### src/rtl/dmem_arbiter.sv
`default_nettype none
// ============================================================================
// Module   : dmem_arbiter
// Brief    : Shares the single-port data memory between the CPU data port
//            (requester 0, priority) and an auxiliary master (requester 1).
//            An aging counter guarantees AUX forward progress; the CPU is
//            stalled when it loses. Conflict and stall cycles are counted.
// Revision : 1.0 - initial release
// ============================================================================
module dmem_arbiter #(
    parameter int WIDTH     = 32,
    parameter int ADDRBITS  = 14,
    parameter int AGE_LIMIT = 4
) (
    input  logic                clk,
    input  logic                rst,        // asynchronous, active-low
    input  logic                cpu_req,
    input  logic                cpu_we,
    input  logic [ADDRBITS-1:0] cpu_addr,
    input  logic [WIDTH-1:0]    cpu_wdata,
    output logic [WIDTH-1:0]    cpu_rdata,
    output logic                cpu_stall,
    input  logic                aux_req,
    input  logic                aux_we,
    input  logic [ADDRBITS-1:0] aux_addr,
    input  logic [WIDTH-1:0]    aux_wdata,
    output logic [WIDTH-1:0]    aux_rdata,
    output logic                aux_ack,
    output logic                mem_we,
    output logic [ADDRBITS-1:0] mem_addr,
    output logic [WIDTH-1:0]    mem_wdata,
    input  logic [WIDTH-1:0]    mem_rdata,
    output logic [WIDTH-1:0]    conflict_cnt,
    output logic [WIDTH-1:0]    stall_cnt
);

    localparam logic [3:0] c_AGE_LIMIT = 4'(AGE_LIMIT);

    logic [3:0]       r_age;
    logic             r_last_aux;
    logic [WIDTH-1:0] r_conflict_cnt;
    logic [WIDTH-1:0] r_stall_cnt;

    logic w_age_win;
    logic w_aux_grant;
    logic w_cpu_grant;

    // Grant decision; everything is qualified by rst so the memory port and
    // handshakes stay quiet while reset is held (suppresses in-flight writes).
    always_comb begin
        w_age_win   = (r_age == c_AGE_LIMIT) & ~r_last_aux;
        w_aux_grant = rst & aux_req & (~cpu_req | w_age_win);
        w_cpu_grant = rst & cpu_req & ~w_aux_grant;
    end

    // Memory mux and requester-side responses.
    always_comb begin
        mem_we    = 1'b0;
        mem_addr  = '0;
        mem_wdata = '0;
        cpu_rdata = '0;
        aux_rdata = '0;
        if (w_aux_grant) begin
            mem_we    = aux_we;
            mem_addr  = aux_addr;
            mem_wdata = aux_wdata;
            aux_rdata = mem_rdata;
        end else if (w_cpu_grant) begin
            mem_we    = cpu_we;
            mem_addr  = cpu_addr;
            mem_wdata = cpu_wdata;
            cpu_rdata = mem_rdata;
        end
        cpu_stall    = rst & cpu_req & ~w_cpu_grant;
        aux_ack      = w_aux_grant;
        conflict_cnt = r_conflict_cnt;
        stall_cnt    = r_stall_cnt;
    end

    // Aging state: count AUX waiting cycles (saturating), remember an AUX win
    // that displaced the CPU so AUX cannot win twice in a row.
    always_ff @(posedge clk or negedge rst) begin
        if (!rst) begin
            r_age      <= 4'd0;
            r_last_aux <= 1'b0;
        end else begin
            if (aux_req & ~w_aux_grant) begin
                if (r_age != c_AGE_LIMIT) begin
                    r_age <= r_age + 4'd1;
                end
            end else begin
                r_age <= 4'd0;
            end
            r_last_aux <= w_aux_grant & cpu_req;
        end
    end

    // Performance counters, free-running and wrapping.
    always_ff @(posedge clk or negedge rst) begin
        if (!rst) begin
            r_conflict_cnt <= '0;
            r_stall_cnt    <= '0;
        end else begin
            if (cpu_req & aux_req) begin
                r_conflict_cnt <= r_conflict_cnt + 1'b1;
            end
            if (cpu_stall) begin
                r_stall_cnt <= r_stall_cnt + 1'b1;
            end
        end
    end

endmodule
`default_nettype wire

### config.mk
export PLATFORM = sky130hd
export DESIGN_NAME = dmem_arbiter
export DESIGN_NICKNAME = d
export VERILOG_FILES = /design/src/rtl/dmem_arbiter.sv
export SDC_FILE = /design/constraint.sdc
export NUM_CORES = 1
export LEC_CHECK = 0
export BUFFER_PORTS_ARGS = -buffer_cell sky130_fd_sc_hd__buf_2
export CORE_ASPECT_RATIO = 0.75
export CORE_MARGIN = 8
export CORE_UTILIZATION = 30
export DETAILED_ROUTE_END_ITERATION = 10
export HOLD_SLACK_MARGIN = 0.03
export PLACE_DENSITY_LB_ADDON = 0.12
export REMOVE_ABC_BUFFERS = 1
export SYNTH_ARGS = -nofsm -noshare
export SYNTH_HDL_FRONTEND = slang
export SYNTH_SLANG_ARGS = --single-unit
### constraint.sdc
create_clock -name clk -period 3.5 [get_ports clk]
set_clock_uncertainty 0.15 [all_clocks]
set_input_delay 0.35 -clock clk [delete_from_list [all_inputs] [get_ports clk]]
set_output_delay 0.35 -clock clk [all_outputs]
set_load 0.02 [all_outputs]
==> results by group <==
Logic synthesis
  • Synth area leaders: dfrtp_1, and2_1, a22o_1, xnor2_1, xor2_1
  • Cell taking the most area after synthesis: dfrtp_1
  • Syn Inst Count: 434
  • Synth Flop Type: dfrtp_1
  • Ys async rst share: 100%
  • YS warnings: 0
  • Synth unique cells: 32
  • Area of the mapped netlist: roughly 4200 um^2
  • Syn avg cell area: 9.61 um^2
  • Area share of the largest cell type after synthesis: 41.4%
  • Number of flops mapped to enable cells by yosys: 0
  • Most common cell in the netlist: dfrtp_1
  • Yosys reg bits: between 60 and 70
  • Post-synthesis sequential area ratio: 41.4%
  • Synth top cells by count: dfrtp_1, and2_1, a22o_1

CTS
  • CTS tree: built
  • Root buffer cell: clkbuf_16
  • CTS clk-pin slew, worst paths: 0.05 ns
  • Max clock buf depth: 2
  • Insertion delay to the later sink of the worst-skew pair: 0.33 ns
  • CTS Buf Count: 9
  • Setup Fix Bufs, Post-CTS: 0
  • CTS HTree Levels: 3
  • Clk sinks: 69

Global route
  • First-pass GRT wire length: slightly above 30000 um
  • Largest net degree at the start of global routing: between 70 and 80
  • Initial antenna violation count: 5
  • Remaining global-route overflow: 0
  • GRT Total Usage: 22.2%
  • Vias in the first global route: 4499

Timing
  • RSZ-0062 raised after global routing: false
  • Hold slack: about 0.23 ns
  • Setup violators final: 0
  • Crit share post-route: between 90 and 100%
  • Period minus WS final: 3.28 ns
  • Worst-Margin Slew: between 0.9 and 1 ns
  • Final hold violation count: 0
  • FMAX: 305 MHz
  • Slew HR: 34.7%
  • Slew Viols, Final: 0

Min path
  • Worst Hold Launch: cpu_req
  • Cell count of the worst hold path: 3
  • Worst Hold Path EP: conflict_cnt[0]
  • Hold Crit Class: in -> reg

Route
  • DRC violations left: 0
  • Final WL: 20800 um
  • Vias: 4645
  • DRT Pass-1 Iters: 5
  • Average wire per standard cell: 22.7 um
  • Iter 0 DRT Violations: between 300 and 400
  • DRT antenna net count: 0
  • Via density per instance: 5.09

Layout
  • Nets: 864
  • Share of post-route cells with drive strength above 1: 45.6%
  • Synth-to-Final Area Change: 50.1%
  • Final std cells w/o fill: roughly 910

Floorplan
  • Die area: 18000 um^2
  • Initial core utilization: 30.6%
  • Chip height: approximately 120 um
  • Num ports: 307
  • Row count: 37
  • Placeable Area: 13700 um^2
  • Chip Width: 152 um

Power and ir drop
  • Total power: 2.53 mW
  • Pwr Density: 403 nW/um^2
  • Static Leak: 3.57 nW
  • Max VDD drop: ~0.00033 V

Worst setup path
  • Crit. End Element: output port
  • Crit-path max FO: 64
  • CP Data Arrival Time: roughly 2.8 ns
  • Critical path type: reg -> out
  • Worst Setup SP: r_age[0]
  • FF-to-FF path depth: 6
  • CP required: 3.00 ns
  • RR Startpoint: r_age[0]
  • Worst Setup Start Kind: flop
  • R2R setup slack: 0.84 ns
  • R2R Path End: stall_cnt[27]

Status
  • Outcome: finished, final reports clean

Placement
  • Placed Instances: a little under 900
  • Port-buffer cells: 306
  • RePlAce Congestion: 0.985
  • Post-DP HPWL: 17300 um

Run
  • Number of max-cap violations: 0
flip-flops by register name, indices dropped and copies added (netlist names):
register      count
conflict_cnt     32
stall_cnt        32
r_age             4
r_last_aux        1
stage by stage:
stage / setup TNS, ns / utilization (%) / area [um^2] / setup slack (ns)
after detailed placement: 0 / 43.0 / 5870 / 0.457
after global routing: 0 / 45.9 / 6260 / 0.0531
after CTS: 0 / 45.8 / 6250 / 0.107
final: 0 / 45.9 / 6260 / 0.217
after global placement: 0 / 43.0 / 5870 / 0.507
after floorplan: -39.01 / - / 4060 / -0.504
worst max path at each step:
stage	endpoint	depth (start not counted)
after detailed placement	mem_wdata[6]	8
after floorplan	mem_addr[0]	6
after global placement	mem_wdata[6]	8
after global routing	mem_addr[0]	8
after CTS	mem_wdata[6]	8
final	mem_addr[0]	8
timing repair:
| action | 4_1_cts | 5_1_grt |
|---|---|---|
| endpoints found under the hold margin | 8 | 0 |
| gates resized for setup | 0 | 1 |
| hold buffers | 1 | 0 |
| setup endpoints to repair | 0 | 9 |
logic make-up after synthesis:
family	count (synthesis)	synth area share, %
fa+ha+maj	4	1.20
compound gates	50	10.3
simple gates	214	30.1
xor+xnor	63	13.2
buf+inv	31	3.03
flops	69	41.4
mux	3	0.780
worst max-delay path, cell delays in order, from the launching register on:
cell and delay (ns):
dfrtp_1 0.40, inv_1 0.07, ha_1 0.24, nand4bb_1 0.31
nor2_1 0.13, nor2_4 0.34, buf_6 0.42, a22o_1 0.31
buf_2 0.20
layer usage:
metal  vias up  wire (um)  GRT usage, %
li1       2141          -             -
met1      2260       8910          28.4
met2       207       9580          34.7
met3        31       1690          7.14
met4         6        538          7.78
met5         -         41             0
final cells by class:
type	instances	area, um^2
fillers	1384	7390
multi-input cells	334	2330
flip-flops and latches	69	1730
repair buffers	312	1600
clock buffers	10	239
well taps	175	219
clock inverters	6	134
inverters	4	15.0
diodes	3	7.51
power by group:
part           leakage, nW  total, mW  internal [mW]  switching, mW
clock                0.183       1.13          0.787          0.341
sequential           0.946      0.892          0.836         0.0565
combinational         2.44      0.506          0.194          0.312
total                 3.57       2.53           1.82          0.710
placed cells by master (no fill, tap or decap), types with 2 or more instances in the layout:
master,count
dfrtp_1,69
and4_1,5
or3_1,2
xnor2_1,32
nand2_1,25
buf_2,306
nor4_4,3
ha_1,4
buf_4,3
clkbuf_16,9
inv_1,4
bufinv_16,4
nand3_1,27
and2_1,67
nor3_1,18
a22o_1,47
nand4_1,23
and3_1,7
nor4_1,11
diode_2,3
mux2_2,2
nor2_1,14
nand2b_1,2
nor2b_1,2
or4_1,2
xor2_1,31
(Power assumes the default switching activity.)
